## src/rtl/led7_scan_driver_pkg.sv

```systemverilog
// Shared constants and helpers for the 7-seg scan driver.
// Polarity helper keeps AN encoding in one place.
package led7_scan_driver_pkg;

  localparam int NIBBLE_W      = 4;
  localparam int DEF_SLOT_CYC  = 50000;
  localparam int DEF_BLANK_CYC = 500;

  // Pin level for a digit enable given the polarity.
  function automatic logic an_lvl(
    input bit act_low,
    input bit on
  );
    return act_low ? !on : on;
  endfunction

endpackage

```

## src/rtl/led7_tick_gen.sv

```systemverilog
// Modulo-MOD free-running counter.
// tick marks the last count before wrap.
module led7_tick_gen #(
  parameter int MOD = 4,
  parameter int W   = $clog2(MOD)
) (
  input  logic         clk,
  input  logic         rst_n,
  output logic [W-1:0] cnt,
  output logic         tick
);

  assign tick = (cnt == W'(MOD - 1));

  // Count 0..MOD-1 and wrap.
  always_ff @(posedge clk) begin
    if (!rst_n) begin
      cnt <= '0;
    end else if (tick) begin
      cnt <= '0;
    end else begin
      cnt <= cnt + 1'b1;
    end
  end

endmodule

```

## src/rtl/led7_scan_driver.sv

```systemverilog
// Scan driver for an N-digit 7-seg display.
// Double-buffered value, commit at frame wrap.
module led7_scan_driver
  import led7_scan_driver_pkg::*;
#(
  parameter int NUM_DIGITS = 4,
  parameter int SLOT_CYC   = DEF_SLOT_CYC,
  parameter int BLANK_CYC  = DEF_BLANK_CYC,
  parameter bit AN_ACT_LOW = 1'b1
) (
  input  logic                         clk,
  input  logic                         rst_n,
  input  logic [NIBBLE_W*NUM_DIGITS-1:0] value,
  input  logic                         load,
  input  logic                         blank_lz,
  output logic [NIBBLE_W-1:0]          S,
  output logic [NUM_DIGITS-1:0]        AN,
  output logic                         frame
);

  localparam int CW = $clog2(SLOT_CYC);
  localparam int IW = $clog2(NUM_DIGITS);
  localparam int VW = NIBBLE_W * NUM_DIGITS;

  localparam logic [NUM_DIGITS-1:0] AN_IDLE =
    {NUM_DIGITS{an_lvl(AN_ACT_LOW, 1'b0)}};

  logic [CW-1:0]         slot_cnt;
  logic                  tick;
  logic [IW-1:0]         idx;
  logic                  wrap;
  logic [VW-1:0]         pending;
  logic                  pend_vld;
  logic [VW-1:0]         shown;
  logic [NUM_DIGITS-1:0] supp;
  logic                  allz;
  logic [NIBBLE_W-1:0]   nib;
  logic                  supp_cur;
  logic                  lit;
  logic [NUM_DIGITS-1:0] an_d;

  led7_tick_gen #(
    .MOD (SLOT_CYC),
    .W   (CW)
  ) u_tick (
    .clk   (clk),
    .rst_n (rst_n),
    .cnt   (slot_cnt),
    .tick  (tick)
  );

  assign wrap = tick && (idx == IW'(NUM_DIGITS - 1));

  // Advance the scanned digit once per slot.
  always_ff @(posedge clk) begin
    if (!rst_n) begin
      idx <= '0;
    end else if (tick) begin
      idx <= (idx == IW'(NUM_DIGITS - 1)) ? '0 : idx + 1'b1;
    end
  end

  // Pending/shown buffers; a load on the wrap tick bypasses.
  always_ff @(posedge clk) begin
    if (!rst_n) begin
      pending  <= '0;
      pend_vld <= 1'b0;
      shown    <= '0;
    end else begin
      if (load) begin
        pending  <= value;
        pend_vld <= 1'b1;
      end
      if (wrap) begin
        if (load) begin
          shown <= value;
        end else if (pend_vld) begin
          shown <= pending;
        end
        pend_vld <= 1'b0;
      end
    end
  end

  // Digit i>0 is blank when it and all above it are zero.
  always_comb begin
    supp = '0;
    allz = 1'b1;
    for (int i = NUM_DIGITS - 1; i >= 1; i--) begin
      allz    = allz & (shown[NIBBLE_W*i +: NIBBLE_W] == '0);
      supp[i] = blank_lz & allz;
    end
  end

  // Select nibble and enable for the current digit.
  always_comb begin
    nib      = '0;
    supp_cur = 1'b0;
    for (int i = 0; i < NUM_DIGITS; i++) begin
      if (idx == IW'(i)) begin
        nib      = shown[NIBBLE_W*i +: NIBBLE_W];
        supp_cur = supp[i];
      end
    end
    lit = (slot_cnt >= CW'(BLANK_CYC)) && !supp_cur;
    for (int i = 0; i < NUM_DIGITS; i++) begin
      an_d[i] = an_lvl(AN_ACT_LOW, lit && (idx == IW'(i)));
    end
  end

  // Registered outputs.
  always_ff @(posedge clk) begin
    if (!rst_n) begin
      S     <= '0;
      AN    <= AN_IDLE;
      frame <= 1'b0;
    end else begin
      S     <= nib;
      AN    <= an_d;
      frame <= wrap;
    end
  end

endmodule
```

## config.mk

```make
export PLATFORM = sky130hd
export DESIGN_NAME = led7_scan_driver
export DESIGN_NICKNAME = d
export VERILOG_FILES = /design/src/rtl/led7_scan_driver_pkg.sv /design/src/rtl/led7_tick_gen.sv /design/src/rtl/led7_scan_driver.sv
export SDC_FILE = /design/constraint.sdc
export NUM_CORES = 1
export LEC_CHECK = 0
export ABC_AREA = 1
export CORE_MARGIN = 8
export CORE_UTILIZATION = 40
export CTS_CLUSTER_DIAMETER = 150
export DETAILED_ROUTE_END_ITERATION = 12
export MAX_ROUTING_LAYER = met4
export SYNTH_ARGS = -nofsm -noshare
export SYNTH_HDL_FRONTEND = slang
export SYNTH_SLANG_ARGS = --single-unit
```

## constraint.sdc

```tcl
create_clock -name clk -period 2.93 [get_ports clk]
set_input_delay 0.586 -clock clk [delete_from_list [all_inputs] [get_ports clk]]
set_output_delay 0.586 -clock clk [all_outputs]
set_load 0.05 [all_outputs]
```

==> flow_summary_export.csv, run 1 <==
group,metric,value,unit
yosys,syn_area_per_cell,7.37,um2
worst_setup_path,slowest_delay,0.80,ns
yosys,synth_top_area_share,43.3,%
layout,final_common_cell,"nand2_1",
yosys,synth.distinct_cells,32,
route,detail_route.wl_per_cell,11.6,um
global_route,grt_usage,12.9,%
yosys,ys_seq_area_share,43.3,%
timing,finalMaxSlewViolations,0,
worst_setup_path,cp.arrival,1.45,ns
timing,report.final.setup_viol,0,
clock_tree,cts.sinks,60,
worst_setup_path,slowest_stage,"clkdlybuf4s50_1",
route,drtPass1Iterations,5,
placement,hpwl,4.10,mm
die,core-area,6760,um2
timing,period_needed,2.03,ns
route,drt_iter0_markers,90,
worst_setup_path,crit_type,"reg -> out",
yosys,syn_nets,402,
clock_tree,cts-root-buf,"clkbuf_8",
clock_tree,cts_resized,0,
layout,drive_above_1_share,7.58,%
layout,multi_input_area,1270,um2
clock_tree,cts_buffer_depth,2,
timing,setup_tns,0,ns
die,io_pins,29,
worst_setup_path,critical_path.endpoint_type,"primary output",
power,power_density,541,nW/um2
placement,gp_congestion,0.830,
die,start_util,41.0,%
worst_setup_path,cp_cell_sequence,"clkdlybuf4s50_1",
worst_setup_path,r2r_end,"shown[12]$_SDFFE_PN0P_",
worst_hold_path,hold_class,"reg -> reg",
timing,setup_ws,0.895,ns
worst_setup_path,crit_family,"buffers and inverters",
worst_hold_path,hp-start,"u_tick.cnt[0]$_SDFF_PP0_",
job,cap_violations,0,
placement,place_area,3100,um2
clock_tree,postCtsSetupBuffers,0,
global_route,grt_max_degree,35,
yosys,yosys_warnings,0,
route,drt_drc_violations_left,0,
route,drt_wl_total,5.69,mm
layout,fill_cells,678,
timing,rsz0062_at_grt,"no",
worst_setup_path,path_buf_inv,1,
worst_setup_path,rrSetupSlack,1.19,ns
global_route,grt_remaining_overflow,0,
power,ir_drop,0.261,mV
yosys,synth_area,2770,um2
yosys,synth_top_area_cell,"dfxtp_1",
route,vias,2376,
timing,worstMarginPinSlew,0.512,ns
route,final_antenna_net_count,0,
layout,design_area,3330,um2
placement,pre_cts_slack,0.920,ns
yosys,ys_top_cells_by_area,"dfxtp_1 (43%), nand2_1 (9.6%), inv_1 (7.6%)",
worst_setup_path,worst-path-stages,1,
timing,max-slew-margin-rel,65.8,%
worst_setup_path,path_max_fanout,1,
global_route,grt_pass1_wl,10.0,mm
layout,num_antenna_cells,0,
worst_setup_path,r2r-start,"u_tick.cnt[0]$_SDFF_PP0_",
yosys,synth_seq_cells,60,
route,viasPerCell,4.86,
yosys,synthCells,376,
layout,seq_area,1200,um2
worst_hold_path,holdPathStages,1,
placement,io_buffer_count,28,
die,die_w,99.2,um
timing,hold_viol,0,
global_route,first_global_vias,2318,
layout,fin_nets,430,
worst_setup_path,worstRegToRegCells,8,
die,die_area,9850,um2
clock_tree,clk_pin_slew_worst_paths,0.07,ns
clock_tree,cts_buffers,9,
die,rows,30,
layout,area_delta_synth_final,20.3,%
die,die_y,99.2,um
clock_tree,hold_buffers,0,
clock_tree,cts_tree,"built",
power,leakage,1.39,nW
timing,min_period_over_period,69.4,%
worst_hold_path,holdPathEnd,"u_tick.cnt[0]$_SDFF_PP0_",
clock_tree,clk_latency,0.34,ns
worst_setup_path,start_kind,"register",
global_route,antenna_found_initial,0,
timing,clock_skew,0.00748,ns
outcome,status,"completed",
worst_setup_path,crit_required,2.34,ns
clock_tree,htreeDepth,3,
layout,final_cell_mix,"nand2_1 (71), dfxtp_1 (60), inv_1 (56), nor2_1 (49), a21oi_1 (31)",
timing,max_freq,491,MHz
where the power goes:
group,switching [W],total [W],internal (W)
logic,0.0000558,0.000106,0.0000503
registers,0.00000688,0.000842,0.000835
clock network,0.000311,0.000856,0.000545
total,0.000374,0.00180,0.00143
metal layers:
layer / vias to the layer above / share of wire, % / GRT usage (%)
met3: 13 / 5.2 / 3.70
met2: 49 / 45 / 19.6
met4: 0 / 2.6 / 7.68
met5: - / 0 / -
li1: 1251 / - / -
met1: 1063 / 48 / 14.7
logic make-up (layout without fill, tap and decap cells):
family	after synthesis	in the layout	share of synthesized area [%]
AO/OA/AOI/OAI	62	62	13.0
buffers and inverters	75	108	11.0
adder cells (fa/ha/maj)	6	6	2.71
flip-flops	60	60	43.3
AND/OR/NAND/NOR	166	166	27.7
XOR/XNOR	7	7	2.21
worst max-delay path by stage:
| stage | to | slack, ns | from |
|---|---|---|---|
| floorplan | shown[8]$_SDFFE_PN0P_ | 1.43 | load |
| global placement | S[2]$_SDFF_PN0_ | 0.94 | rst_n |
| detailed placement | S[2]$_SDFF_PN0_ | 0.92 | rst_n |
| CTS | AN[3] | 0.86 | AN[3]$_SDFF_PN1_ |
| global route | frame | 0.83 | frame$_SDFF_PN0_ |
| finish | AN[3] | 0.90 | AN[3]$_SDFF_PN1_ |
cells in the mapped netlist (all sizes together):
cell type and count:
o31ai 1, nor3b 1, nand2 72, clkinv 1, o21ai 10, buf 6, and3 1, nand4 19
clkbuf 8, nand3 14, nor2 53, nand3b 2, a31oi 1, ha 6, a21oi 31, nor3 4
dfxtp 60, xor2 6, o21a 16, o211ai 3, inv 60, xnor2 1
per-stage QoR:
stage                     hold WS [ns]  total power (W)  util, %  cells
after floorplan                  0.430         0.000928        -    376
after global placement           0.447         0.000967     45.9    473
after detailed placement         0.454         0.000968     45.9    473
after CTS                        0.466          0.00184     49.4    489
after global routing             0.484          0.00189     49.4    489
final                            0.463          0.00180     49.4    489
flip-flops by register name (all words and copies together) (netlist names):
register    cells
frame           1
pending        16
AN              4
idx             2
shown          16
u_tick.cnt     16
S               4
pend_vld        1
cell type report:
| cell class | count | area share, % |
|---|---|---|
| repair buffers | 31 | 9.08 |
| clock buffers | 12 | 4.95 |
| flip-flops and latches | 60 | 36.0 |
| multi-input cells | 241 | 38.0 |
| inverters | 61 | 6.87 |
| clock inverters | 4 | 2.10 |
| well taps | 80 | 3.00 |
worst reg2reg max path: stages (launching register included):
cell     delay, ns
dfxtp_1       0.37
ha_1          0.18
nand2_1       0.10
nor2_4        0.15
nand3_4       0.12
nor2_8        0.27
nand3_4       0.23
nand2_1       0.11
a21oi_1       0.08
Power figures use the tool's default switching activity.
==> inputs of run 2 (changes only) <==
- clock period: 2.93 -> 1.7 ns (I/O delays scaled with it)
==> flow_summary_export.csv, run 2 (synthesized netlist as in run 1, its figures left out) <==
group,metric,value,unit
timing,report.final.setup_viol,0,
worst_setup_path,slowest_stage,"dfxtp_1",
timing,worstMarginPinSlew,0.357,ns
worst_hold_path,hold_class,"reg -> reg",
global_route,grt_remaining_overflow,0,
worst_setup_path,path_buf_inv,0,
placement,pre_cts_slack,0.0825,ns
die,start_util,41.0,%
route,drtPass1Iterations,4,
layout,final_cell_mix,"nand2_1 (71), dfxtp_1 (59), inv_1 (55), nor2_1 (47), a21oi_1 (31)",
clock_tree,cts_buffers,9,
route,drt_drc_violations_left,0,
worst_setup_path,slowest_delay,0.34,ns
layout,fin_util,50.0,%
layout,final_common_cell,"nand2_1",
layout,drive_above_1_share,12.2,%
die,core-area,6760,um2
clock_tree,postCtsSetupBuffers,0,
global_route,grt_max_degree,34,
placement,io_buffer_count,28,
placement,gp_congestion,0.809,
clock_tree,clk_pin_slew_worst_paths,0.06,ns
clock_tree,hold_buffers,0,
placement,hpwl,4.38,mm
worst_setup_path,crit_family,"simple AND/OR/NAND/NOR gates",
clock_tree,cts.sinks,60,
route,vias,2404,
global_route,grt_pass1_wl,10.7,mm
die,die_y,99.2,um
route,final_antenna_net_count,0,
layout,top_regs,"pending: 16 flops, shown: 16 flops, u_tick.cnt: 16 flops",
power,power_density,845,nW/um2
timing,hold_viol,0,
worst_setup_path,start_kind,"register",
timing,finalMaxSlewViolations,0,
timing,period_needed,1.55,ns
timing,max_freq,647,MHz
timing,rsz0062_at_grt,"no",
clock_tree,cts-root-buf,"clkbuf_8",
layout,fin_nets,439,
timing,clock_skew,0.00795,ns
worst_setup_path,cp.arrival,1.75,ns
clock_tree,cts_buffer_depth,2,
worst_setup_path,path_max_fanout,16,
die,io_pins,29,
layout,num_antenna_cells,0,
timing,setup_ws,0.154,ns
timing,max-slew-margin-rel,76.2,%
worst_setup_path,crit_required,1.90,ns
clock_tree,cts_tree,"built",
layout,area_delta_synth_final,21.9,%
timing,setup_tns,0,ns
die,die_w,99.2,um
die,die_area,9850,um2
clock_tree,clk_latency,0.33,ns
route,detail_route.wl_per_cell,12.1,um
route,drt_wl_total,6.03,mm
job,cap_violations,0,
outcome,status,"completed",
worst_setup_path,critical_path.endpoint_type,"register",
global_route,first_global_vias,2331,
die,rows,30,
clock_tree,cts_resized,0,
timing,min_period_over_period,90.9,%
route,drt_iter0_markers,98,
power,ir_drop,0.403,mV
clock_tree,htreeDepth,3,
route,viasPerCell,4.84,
power,leakage,1.43,nW
worst_setup_path,cp_cell_sequence,"ha_1 > nand2_1 > nor2_4 > nand3_4 > nor2_8 > nand3_4 > nand2_1 > a21oi_1",
worst_setup_path,crit_type,"reg -> reg",
global_route,antenna_found_initial,0,
global_route,grt_usage,13.6,%
## run 2: final timing paths
kind | from | endpoint | slack, ns | cells after the start
hold reg to reg | u_tick.cnt[13]$_SDFF_PP0_ | u_tick.cnt[13]$_SDFF_PP0_ | 0.46 | 2
hold / removal | u_tick.cnt[13]$_SDFF_PP0_ | u_tick.cnt[13]$_SDFF_PP0_ | 0.46 | 2
setup / recovery | u_tick.cnt[0]$_SDFF_PP0_ | shown[1]$_SDFFE_PN0P_ | 0.15 | 8
setup reg to reg | u_tick.cnt[0]$_SDFF_PP0_ | shown[1]$_SDFFE_PN0P_ | 0.15 | 8
## run 2: final cells by class
cell class | instances | area (um2)
repair buffers | 40 | 377
clock inverters | 1 | 5.00
well taps | 80 | 100
inverters | 61 | 229
flip-flops and latches | 60 | 1200
multi-input cells | 241 | 1280
clock buffers | 14 | 183
fillers | 698 | 3380
## run 2: power breakdown
group	leakage, nW	total (W)	internal (W)	switching (W)
clock network	0.0986	0.00120	0.000679	0.000523
registers	0.489	0.00145	0.00144	0.0000109
logic	0.847	0.000203	0.000102	0.000101
total	1.43	0.00286	0.00222	0.000636
## run 2: through the flow
stage	instances	hold slack [ns]	total power, W	area (um2)
2_1_floorplan	376	0.430	0.00160	2770
4_1_cts	497	0.466	0.00289	3360
3_3_place_gp	482	0.449	0.00168	3170
3_5_place_dp	482	0.456	0.00169	3170
6_report	497	0.462	0.00286	3380
5_1_grt	497	0.497	0.00298	3380
## run 2: worst reg2reg max path, stage by stage (launching register included)
cell and delay [ns]:
dfxtp_1 0.34, ha_1 0.16, nand2_1 0.09, nor2_4 0.17, nand3_4 0.11, nor2_8 0.17
nand3_4 0.19, nand2_1 0.12, a21oi_1 0.06
## run 2: per-layer routing
metal  vias up  share of wire (%)  global-route usage, %
met5         -                  0                      -
met4         0                1.5                   6.40
met3        10                4.7                   3.28
met2        53                 43                   19.6
met1      1073                 51                   17.5
li1       1268                  -                      -
==> inputs of run 3 (changes only) <==
- SKIP_LAST_GASP: not set -> 1
==> results of run 3 <==
No change in the layout: final DEF, timing and power equal those of run 2.
